--- src/rtl/pmod_i2s2_pkg.sv ---
// Shared constants and slot helpers for the Pmod I2S2 master.
package pmod_i2s2_pkg;

  localparam int DATA_W   = 24;
  localparam int CNT_W    = 11;
  localparam int MCLK_BIT = 2;
  localparam int SCLK_BIT = 4;
  localparam int LRCK_BIT = 10;
  localparam int SLOT_MSB = 9;
  localparam int SLOT_LSB = 5;
  localparam int SLOT_W   = SLOT_MSB - SLOT_LSB + 1;
  localparam int PHASE_W  = SCLK_BIT + 1;

  localparam logic [SLOT_W-1:0]  FIRST_DATA_SLOT = 5'd1;
  localparam logic [SLOT_W-1:0]  LAST_DATA_SLOT  = 5'd24;
  localparam logic [CNT_W-1:0]   FRAME_LAST      = 11'd2047;
  // sclk has been high for one clk: stable point to sample ADC data
  localparam logic [PHASE_W-1:0] PHASE_SAMPLE    = 5'd16;
  // last clk of a slot: next edge drops sclk and starts the next slot
  localparam logic [PHASE_W-1:0] PHASE_LAST      = 5'd31;

  // True for slots carrying sample bits (slot 0 is the I2S delay bit)
  function automatic logic is_data_slot(input logic [SLOT_W-1:0] s);
    return (s >= FIRST_DATA_SLOT) && (s <= LAST_DATA_SLOT);
  endfunction

  // Sample bit carried by a data slot, MSB first
  function automatic logic [SLOT_W-1:0] bit_index(input logic [SLOT_W-1:0] s);
    return LAST_DATA_SLOT - s;
  endfunction

endpackage

--- src/rtl/pmod_i2s2_clkgen.sv ---
// Free-running frame counter: codec clocks and slot/phase decode.
module pmod_i2s2_clkgen
  import pmod_i2s2_pkg::*;
(
  input  logic              clk,
  input  logic              rst,
  output logic              mclk,
  output logic              sclk,
  output logic              lrck,
  output logic [SLOT_W-1:0] slot,
  output logic              sample_en,
  output logic              shift_en,
  output logic              frame_end
);

  logic [CNT_W-1:0] cnt;

  // Frame counter; all clock outputs are straight flop bits of it
  always_ff @(posedge clk) begin
    if (!rst) cnt <= '0;
    else      cnt <= cnt + 1'b1;
  end

  assign mclk      = cnt[MCLK_BIT];
  assign sclk      = cnt[SCLK_BIT];
  assign lrck      = cnt[LRCK_BIT];
  assign slot      = cnt[SLOT_MSB:SLOT_LSB];
  assign sample_en = (cnt[SCLK_BIT:0] == PHASE_SAMPLE);
  assign shift_en  = (cnt[SCLK_BIT:0] == PHASE_LAST);
  assign frame_end = (cnt == FRAME_LAST);

endmodule

--- src/rtl/pmod_i2s2.sv ---
// I2S master for the Pmod I2S2: 24-bit stereo DAC out, ADC in, frame strobe.
module pmod_i2s2
  import pmod_i2s2_pkg::*;
(
  input  logic              clk,
  input  logic              rst,
  output logic              mclk,
  output logic              lrck,
  output logic              sclk,
  input  logic [DATA_W-1:0] dac_l,
  input  logic [DATA_W-1:0] dac_r,
  output logic              dac_sdata,
  input  logic              adc_sdata,
  output logic [DATA_W-1:0] adc_l,
  output logic [DATA_W-1:0] adc_r,
  output logic              dac_rd_adc_wr
);

  logic [SLOT_W-1:0] slot;
  logic              sample_en;
  logic              shift_en;
  logic              frame_end;
  logic [SLOT_W-1:0] next_slot;
  logic              next_half;
  logic [DATA_W-1:0] cap_l, cap_r;
  logic [DATA_W-1:0] lat_l, lat_r;

  pmod_i2s2_clkgen u_clkgen (
    .clk       (clk),
    .rst       (rst),
    .mclk      (mclk),
    .sclk      (sclk),
    .lrck      (lrck),
    .slot      (slot),
    .sample_en (sample_en),
    .shift_en  (shift_en),
    .frame_end (frame_end)
  );

  // dac_sdata is loaded one clk ahead, so decode the slot about to start
  assign next_slot     = slot + 5'd1;
  assign next_half     = (next_slot == '0) ? ~lrck : lrck;
  assign dac_rd_adc_wr = frame_end;

  // DAC shifter: present the next slot's bit as sclk falls
  always_ff @(posedge clk) begin
    if (!rst) begin
      dac_sdata <= 1'b0;
    end else if (shift_en) begin
      if (is_data_slot(next_slot))
        dac_sdata <= next_half ? lat_r[bit_index(next_slot)]
                               : lat_l[bit_index(next_slot)];
      else
        dac_sdata <= 1'b0;
    end
  end

  // ADC capture: sample mid-high of sclk into the current channel
  always_ff @(posedge clk) begin
    if (!rst) begin
      cap_l <= '0;
      cap_r <= '0;
    end else if (sample_en && is_data_slot(slot)) begin
      if (lrck) cap_r[bit_index(slot)] <= adc_sdata;
      else      cap_l[bit_index(slot)] <= adc_sdata;
    end
  end

  // Frame exchange: publish captured ADC pair, latch next DAC pair
  always_ff @(posedge clk) begin
    if (!rst) begin
      adc_l <= '0;
      adc_r <= '0;
      lat_l <= '0;
      lat_r <= '0;
    end else if (frame_end) begin
      adc_l <= cap_l;
      adc_r <= cap_r;
      lat_l <= dac_l;
      lat_r <= dac_r;
    end
  end

endmodule

--- config.mk ---
export PLATFORM = sky130hd
export DESIGN_NAME = pmod_i2s2
export DESIGN_NICKNAME = d
export VERILOG_FILES = /design/src/rtl/pmod_i2s2_pkg.sv /design/src/rtl/pmod_i2s2_clkgen.sv /design/src/rtl/pmod_i2s2.sv
export SDC_FILE = /design/constraint.sdc
export NUM_CORES = 1
export LEC_CHECK = 0
export CORE_MARGIN = 2
export CORE_UTILIZATION = 58
export CTS_BUF_LIST = sky130_fd_sc_hd__clkbuf_16
export DETAILED_ROUTE_END_ITERATION = 8
export PLACE_DENSITY_LB_ADDON = 0.2
export SYNTH_ARGS = -nofsm -noshare
export SYNTH_HDL_FRONTEND = slang
export SYNTH_SLANG_ARGS = --single-unit
--- constraint.sdc ---
create_clock -name clk -period 6.1 [get_ports clk]
set_input_delay 0.915 -clock clk [delete_from_list [all_inputs] [get_ports clk]]
set_output_delay 0.915 -clock clk [all_outputs]
set_load 0.01 [all_outputs]
# Word level (Yosys, flattened, before mapping)
# Index checks and enable logic that the tools add are counted.
# op_classes
add_sub_neg	4
n_lt_le_gt_ge	7
n_eq_ne	3
muxes	11
bitwise	1
n_reduce_logical	7
# op_table
operator	count
bitwise mux 24 bit	2
greater-or-equal comparator 5 x 1 -> 1 bit (second input constant)	3
less-than comparator 5 x 6 -> 1 bit (second input constant)	2
adder 11 x 1 -> 11 bit (second input constant)	1
equality test 11 bit (second input constant)	1
binary-select mux 1 bit (select 5 bit)	2
equality test 5 bit (second input constant)	2
less-or-equal comparator 5 bit (second input constant)	2
subtractor 5 bit (first input constant)	2
two-way mux 1 bit	6
adder 5 x 1 -> 5 bit (second input constant)	1
demux 1 bit (select 5 bit)	1
zero test 5 bit	1
logical AND 1 bit	4
AND reduction 2 bit	2
inverter 1 bit	1
# totals
reg_bits	156
inputBits	51
out_inout_bits	53
wordCells	41

# Longest topological paths before layout
# Gate-level depths: netlist of run 1.
# logic_depth
ltp_word	6
ltp_mapped	13
mapped_depth_nobuf	9

# Cells and area by module
# Synthesis of run 1 repeated with hierarchy kept, for this count alone.
# hier_totals
cells_unflattened	740
hier_area_um2	7282.0
# modules_own_cells
module	n_inst	cells_per_inst	area_per_inst_um2	seq_area_each_um2
pmod_i2s2	1	681	6741.5	2902.8
pmod_i2s2_clkgen	1	59	540.5	220.2

# Worst setup path after synthesis of run 1
# Ideal clock, no wire load.
# synth_timing
path_kind	register to register
startpoint	reg u_clkgen.cnt[5]
endpoint	reg dac_sdata
setup_time_ns	0.124
arrival_ns	2.356
t_required_ns	5.976
slack_ns	3.619
path_stages_with_launch	13
path_cell_list	dfxtp_1 > buf_6 > buf_6 > inv_1 > ha_1 > buf_2 > nor2_1 > buf_4 > mux4_2 > mux2i_1 > mux2i_1 > a211oi_1 > o31ai_1
# synth_between
elab_chain_cells	6
# synth_lines
element	line_no	rtl
start: declaration	pmod_i2s2_clkgen.sv:16	logic [CNT_W-1:0] cnt;
start signal: assignment	pmod_i2s2_clkgen.sv:21	else cnt <= cnt + 1'b1;
adder 5 x 1 -> 5 bit *	pmod_i2s2.sv:41	assign next_slot = slot + 5'd1;
subtractor 5 bit	pmod_i2s2_pkg.sv:29	return LAST_DATA_SLOT - s;
binary-select mux 1 bit (select 5 bit), on equally long branches	pmod_i2s2.sv:52, pmod_i2s2.sv:51	
two-way mux 1 bit, on equally long branches	pmod_i2s2.sv:52, pmod_i2s2.sv:51	
two-way mux 1 bit	pmod_i2s2.sv:51	dac_sdata <= next_half ? lat_r[bit_index(next_slot)]
two-way mux 1 bit *	pmod_i2s2.sv:50	if (is_data_slot(next_slot))
end signal: assignment	pmod_i2s2.sv:51	
end: declaration	pmod_i2s2.sv:12	output logic dac_sdata,
# Every way passes the cells marked *; elsewhere a longest branch is shown, timed or not. The select of a mux whose other input is x is not followed.
# A chain may end at the register's enable or synchronous reset.

# Worst setup path in the final report of run 1
# layout_timing
startpoint	reg u_clkgen.cnt[7]
endpoint	out dac_rd_adc_wr
# layout_between
elab_chain_cells	1
# layout_lines
element	line_no	rtl
equality test 11 bit	pmod_i2s2_clkgen.sv:30	assign frame_end = (cnt == FRAME_LAST);
end: declaration	pmod_i2s2.sv:16	output logic dac_rd_adc_wr
# Every way passes these cells.

==> results of run 1 <==
[layout make-up]
type	instances	area, µm²	area share [%]
clock buffer	17	425.4	5.057
clock inverter	14	106.4	1.264
multi-input combinational	594	3488	41.47
inverter	7	26.28	0.3124
timing repair buffer	107	1059	12.58
tap	147	183.9	2.187
sequential	156	3123	37.13
[report_power, final]
group	total [W]	internal (W)	switching (W)	leakage (nW)
logic	0.0000682	0.0000445	0.0000238	1.30
clock network	0.000960	0.000550	0.000410	0.254
registers	0.00102	0.00102	0.00000189	1.26
total	0.00205	0.00161	0.000436	2.81
[metrics by stage]
step / util (%) / worst slack, ns / area (µm²)
final: 70.92 / 2.220 / 8412
after global routing: 70.92 / 2.052 / 8412
after CTS: 70.92 / 2.234 / 8412
after detailed placement: 66.43 / 2.707 / 7880
after global placement: 66.43 / 2.749 / 7880
after floorplan: - / 3.619 / 6977
[cells in the final DEF (no fill, tap or decap), drive strengths merged, types with 3 or more instances in the layout]
cell	synthesis	routed
a21boi	134	134
a21oi	4	4
and2	11	11
buf	35	5
clkbuf	27	17
clkdlybuf4s50	0	102
clkinv	0	5
clkinvlp	0	5
dfxtp	156	156
ha	7	7
inv	7	10
mux2i	18	18
mux4	12	12
nand2	248	248
nand3	8	8
nand3b	3	3
nor2	50	50
nor2b	16	16
nor3	5	5
o21ai	40	40
o31ai	3	3
xnor2	9	9
xor2	4	4
[cells by family (layout without fill, tap and decap cells)]
| logic type | Yosys count | in the layout | share of synthesized area, % |
|---|---|---|---|
| XOR/XNOR | 13 | 13 | 1.740 |
| adder cells (fa/ha/maj) | 7 | 7 | 1.255 |
| AND/OR/NAND/NOR | 352 | 352 | 21.34 |
| buffers and inverters | 69 | 145 | 5.345 |
| AO/OA/AOI/OAI | 192 | 192 | 19.10 |
| multiplexers | 30 | 30 | 6.456 |
| flip-flops | 156 | 156 | 44.76 |
[critical path: stages, from the launching register on]
cell and delay (ns):
dfxtp_1 0.64, and3_4 0.30, nand2_1 0.09, nor2_2 0.17
nand2_4 0.46, inv_2 0.20, clkdlybuf4s50_1 0.55
[path summary, 6_finish.rpt]
check	startpoint	end	depth (start not counted)
hold / removal	lat_l[5]	lat_l[5]	2
setup reg to reg	u_clkgen.cnt[7]	adc_r[5]	8
hold reg to reg	lat_l[5]	lat_l[5]	2
setup / recovery	u_clkgen.cnt[7]	dac_rd_adc_wr	6
[routing by layer]
metal	wire length (µm)	share of wire, %	vias up	track usage, %
met5	0	0	-	0
met4	231	1.5	0	8.293
met3	737	4.9	26	4.782
met2	7344	49	149	40.40
met1	6721	45	2653	30.92
li1	-	-	2841	-
[sequential cells by signal (all words and copies together) (netlist names)]
register and count:
adc_l 24, adc_r 24, cap_l 24, cap_r 24
dac_sdata 1, lat_l 24, lat_r 24, u_clkgen.cnt 11
==> metrics.md, run 1 <==
| Metric | Value |
|---|---|
| Status | `finished clean` |
| Maximum VDD drop | `0.1285 mV` |
| Root buf cell | `clkbuf_16` |
| Hold-fix buffers at CTS | `0` |
| Synthesized flop and latch total | `156` |
| Die Area | `0.01292 mm²` |
| IO buf count | `103` |
| PwrDens | `243.8 mW/mm²` |
| Die width | `113.7 µm` |
| Crit path max fanout | `97` |
| Post-synthesis area per instance | `roughly 8.5 µm²` |
| Clk_lat worst skew | `about 0.42 ns` |
| Unrepaired setup endpoints after global routing | `false` |
| TritonCTS Buffers | `17` |
| Routed vias/inst | `~5.4` |
| Synthesized area | `0.006977 mm²` |
| Max-slew violations | `0` |
| DP HPWL | `around 9.6 mm` |
| Rel. slew slack | `16.60%` |
| Number of setup buffers added after CTS | `0` |
| TritonRoute pass-1 iters | `6` |
| Mapped Nets | `about 880` |
| Via count | `5,669` |
| Post-synth ARST share | `0%` |
| Final Wtd Congestion | `between 0.8 and 0.9` |
| Worst endpoint data arrival time | `about 3.0 ns` |
| CTS max path bufs | `2` |
| Final setup fails | `0` |
| Routed WL | `15.03 mm` |
| Synth Warn # | `0` |
| CTS tree | `built` |
| # IOs | `104` |
| Setup crit end kind | `primary output` |
| Final Cycle Share | `between 60% and 70%` |
| H-tree Lvls | `4` |
| CP required | `5.18 ns` |
| Crit path launch type | `register` |
| Area contributors post-synth | `dfxtp_1 (45%), nand2_1 (13%), a21boi_0 (8.3%)` |
| Antenna fix cells | `0` |
| Worst-path clk slew | `~0.06 ns` |
| Hold Crit Class | `register to register` |
| CTS Sinks | `156` |
| Largest net degree at the start of global routing | `158` |
| Worst Skew | `0.006994 ns` |
| Layout Nets | `941` |
| Post-synth top area share | `44.76%` |
| Total negative setup slack | `0 ns` |
| Total track usage | `between 20% and 30%` |
| Grt total ovfl | `0` |
| Peak Freq | `about 0.26 GHz` |
| DR DRC count | `0` |
| Leak Pwr | `roughly 2.8 nW` |
| Max-cap violations | `0` |
| Final Hold Fails | `0` |
| Hold Slack | `0.4503 ns` |
| Initial drt markers | `466` |
| First-pass GRT wire length | `25.16 mm` |
| Number of synthesized flops with an enable pin | `0` |
| Die height | `113.7 µm` |
| Vias in the first global route | `5,335` |
| Dpl cells | `1,011` |
| Worst-Margin Slew | `around 1.3 ns` |
| Min cycle time layout | `3.880 ns` |
| Post-synth top flop | `dfxtp_1` |
| Antenna-violating nets left | `0` |
| Initial Utilization | `around three fifths` |
| Cells resized by post-CTS repair | `0` |
| Initial antenna violation count | `0` |
| Reg2Reg Setup Slack | `just under 3 ns` |
| Mapped Cells | `819` |
| Crit Path Class | `register to primary output` |
| Filler instances | `948` |
| Core ar. | `0.01186 mm²` |
| Share of post-route cells with drive strength above 1 | `6.034%` |
| Post-synthesis sequential area ratio | `roughly 45%` |
| Yosys top cell by area | `dfxtp_1` |
| Drt wl/cell | `14.43 µm` |
| Pwr Total | `0.002050 W` |
| Unique masters post-synth | `45` |
| Synth top cells by count | `nand2_1 (248), dfxtp_1 (156), a21boi_0 (77)` |
| Final non-filler cell total | `1,042` |
| Most instantiated library cell after synthesis | `nand2_1` |
| Area grow syn2layout | `20.57%` |
| Row cnt | `40` |
Power figures use the tool's default switching activity.
==> run 2: changes to the inputs <==
--- a/config.mk
+++ b/config.mk
@@ -6,7 +6,7 @@
 export NUM_CORES = 1
 export LEC_CHECK = 0
 export CORE_MARGIN = 2
-export CORE_UTILIZATION = 58
+export CORE_UTILIZATION = 49
 export CTS_BUF_LIST = sky130_fd_sc_hd__clkbuf_16
 export DETAILED_ROUTE_END_ITERATION = 8
 export PLACE_DENSITY_LB_ADDON = 0.2
==> constraint.sdc (replaced) <==
create_clock -name clk -period 3.3 [get_ports clk]
set_input_delay 0.495 -clock clk [delete_from_list [all_inputs] [get_ports clk]]
set_output_delay 0.495 -clock clk [all_outputs]
set_load 0.01 [all_outputs]
==> run 2 against run 1 <==
Net effect: clock skew increased by 0.0069 ns; non-clock buffer count increased by 7; final area increased by 2.2%; total power increased by 98%; routed wire length increased by 4.8%; flip-flop and latch count unchanged; global-route usage decreased by 2.1 points; worst hold slack improved by 0.0013 ns; critical path depth increased by 1; critical endpoint unchanged; largest cell class unchanged.
==> metrics.md, run 2 (synthesized netlist as in run 1, its figures left out) <==
| Metric | Value |
|---|---|
| Status | `finished clean` |
| Cells resized by post-CTS repair | `0 (unchanged)` |
| CTS tree | `built` |
| Routed WL | `15.76 mm (+4.8%)` |
| Pwr Total | `0.004056 W (+98%)` |
| TritonRoute pass-1 iters | `5 (-1)` |
| TritonCTS Buffers | `17 (unchanged)` |
| Routed vias/inst | `5.218 (-4.1%)` |
| Die width | `123.3 µm (+8.5%)` |
| Clk_lat worst skew | `0.43 ns (about the same)` |
| Worst Slack Setup Final | `0.4274 ns (-1.793 ns)` |
| Final setup fails | `0 (unchanged)` |
| Placed Area | `0.007974 mm² (+1.2%)` |
| Final Wtd Congestion | `0.8121 (-9.4%)` |
| Total track usage | `21.87% (-2.1 points)` |
| PwrDens | `472.0 mW/mm² (+94%)` |
| Worst Skew | `0.01389 ns (+0.006896 ns)` |
| Dpl cells | `1,051 (+4.0%)` |
| Crit Path Class | `register to primary output` |
| Root buf cell | `clkbuf_16` |
| Leak Pwr | `2.884 nW (+2.7%)` |
| Total negative setup slack | `0 ns (unchanged)` |
| Largest net degree at the start of global routing | `97 (-39%)` |
| Met1 track demand over resource | `27.69% (-3.2 points)` |
| Pre-CTS setup slack | `0.6898 ns (-2.017 ns)` |
| Grt total ovfl | `0 (unchanged)` |
| DP HPWL | `10.57 mm (+10%)` |
| # IOs | `104 (unchanged)` |
| First-pass GRT wire length | `25.81 mm (+2.6%)` |
| H-tree Lvls | `4 (unchanged)` |
| Maximum VDD drop | `0.2923 mV (+130%)` |
| Initial drt markers | `409 (-12%)` |
| Final Hold Fails | `0 (unchanged)` |
| Core ar. | `0.01388 mm² (+17%)` |
| GRT busiest layer | `met2` |
| Number of setup buffers added after CTS | `0 (unchanged)` |
| Worst endpoint data arrival time | `2.38 ns (-0.58 ns)` |
| Final non-filler cell total | `1,082 (+3.8%)` |
| Area grow syn2layout | `23.17%` |
| Final Cycle Share | `87.05%` |
| Share of post-route cells with drive strength above 1 | `7.095% (+1.1 points)` |
| Worst-path clk slew | `0.06 ns (about the same)` |
| Hold-fix buffers at CTS | `0 (unchanged)` |
| Max-slew violations | `0 (unchanged)` |
| Commonest non-fill, non-tap cell in the layout | `nand2_1` |
| Met2 global-route usage | `35.54% (-4.9 points)` |
| Hold Crit Class | `register to register` |
| Antenna-violating nets left | `0 (unchanged)` |
| Drt wl/cell | `14.56 µm (+0.93%)` |
| Antenna fix cells | `0 (unchanged)` |
| Worst-Margin Slew | `0.9575 ns (-0.2935 ns)` |
| CP required | `2.80 ns (-2.38 ns)` |
| Min cycle time layout | `2.873 ns` |
| Unrepaired setup endpoints after global routing | `false` |
| Crit path max fanout | `17 (-82%)` |
| Layout Nets | `948 (+0.74%)` |
| Row cnt | `43 (+7.5%)` |
| IO buf count | `103 (unchanged)` |
| Die Area | `0.01521 mm² (+18%)` |
| Final Cell Area | `0.008593 mm² (+2.2%)` |
| Initial Utilization | `50.26% (-8.6 points)` |
| Initial antenna violation count | `0 (unchanged)` |
| Vias in the first global route | `5,377 (+0.79%)` |
| Setup crit end kind | `primary output` |
| DR DRC count | `0 (unchanged)` |
| Met3 usage | `6.135% (+1.4 points)` |
| Via count | `5,646 (-0.41%)` |
| Max-cap violations | `0 (unchanged)` |
| Crit path launch type | `register` |
| Most frequent cells in the layout | `nand2_1 (247), dfxtp_1 (156), clkdlybuf4s50_1 (102)` |
| CTS Sinks | `156 (unchanged)` |
| Die height | `123.3 µm (+8.5%)` |
| Peak Freq | `0.3481 GHz` |
| Rel. slew slack | `36.17% (+20 points)` |
| CTS max path bufs | `2 (unchanged)` |
==> run 2: cell type report <==
cell class | count | area (µm²)
fillers | 1224 | 5288
multi-input cells | 594 | 3488
flip-flops and latches | 156 | 3123
repair buffers | 114 | 1111
clock buffers | 17 | 425.4
well taps | 180 | 225.2
clock inverters | 14 | 193.9
inverters | 7 | 26.28
==> run 2: where the power goes <==
part | switching (W) | internal [W] | leakage [nW] | total [W]
logic | 0.0000445 | 0.0000813 | 1.33 | 0.000126
registers | 0.00000344 | 0.00189 | 1.26 | 0.00189
clock network | 0.000778 | 0.00126 | 0.301 | 0.00204
==> run 2: per-layer routing <==
| metal | wire length (µm) | vias to the layer above |
|---|---|---|
| met3 | 888 | 23 |
| met4 | 251 | 0 |
| met1 | 7255 | 2632 |
| met5 | 0 | - |
| li1 | - | 2868 |
| met2 | 7360 | 123 |
==> run 2: worst max-delay path: stages (launching register included) <==
cell	delay [ns]
dfxtp_1	0.42
buf_4	0.32
and3_4	0.26
nand2_1	0.09
nor2_2	0.18
nand2_4	0.07
inv_2	0.06
clkdlybuf4s50_1	0.55
==> run 2: metrics by stage <==
step	util [%]	hold slack, ns
floorplan	-	0.4319
detailed placement	57.45	0.4469
global placement	57.45	0.4399
global route	61.91	0.4723
finish	61.91	0.4516
CTS	61.91	0.4552
==> run 2: final timing paths <==
| check | startpoint | endpoint | slack [ns] | cells after the start |
|---|---|---|---|---|
| worst max register to register | u_clkgen.cnt[5] | adc_l[10] | 0.65 | 9 |
| worst max-delay path | u_clkgen.cnt[5] | dac_rd_adc_wr | 0.43 | 7 |
| worst min register to register | lat_l[9] | lat_l[9] | 0.45 | 2 |
| worst min-delay path | lat_l[9] | lat_l[9] | 0.45 | 2 |
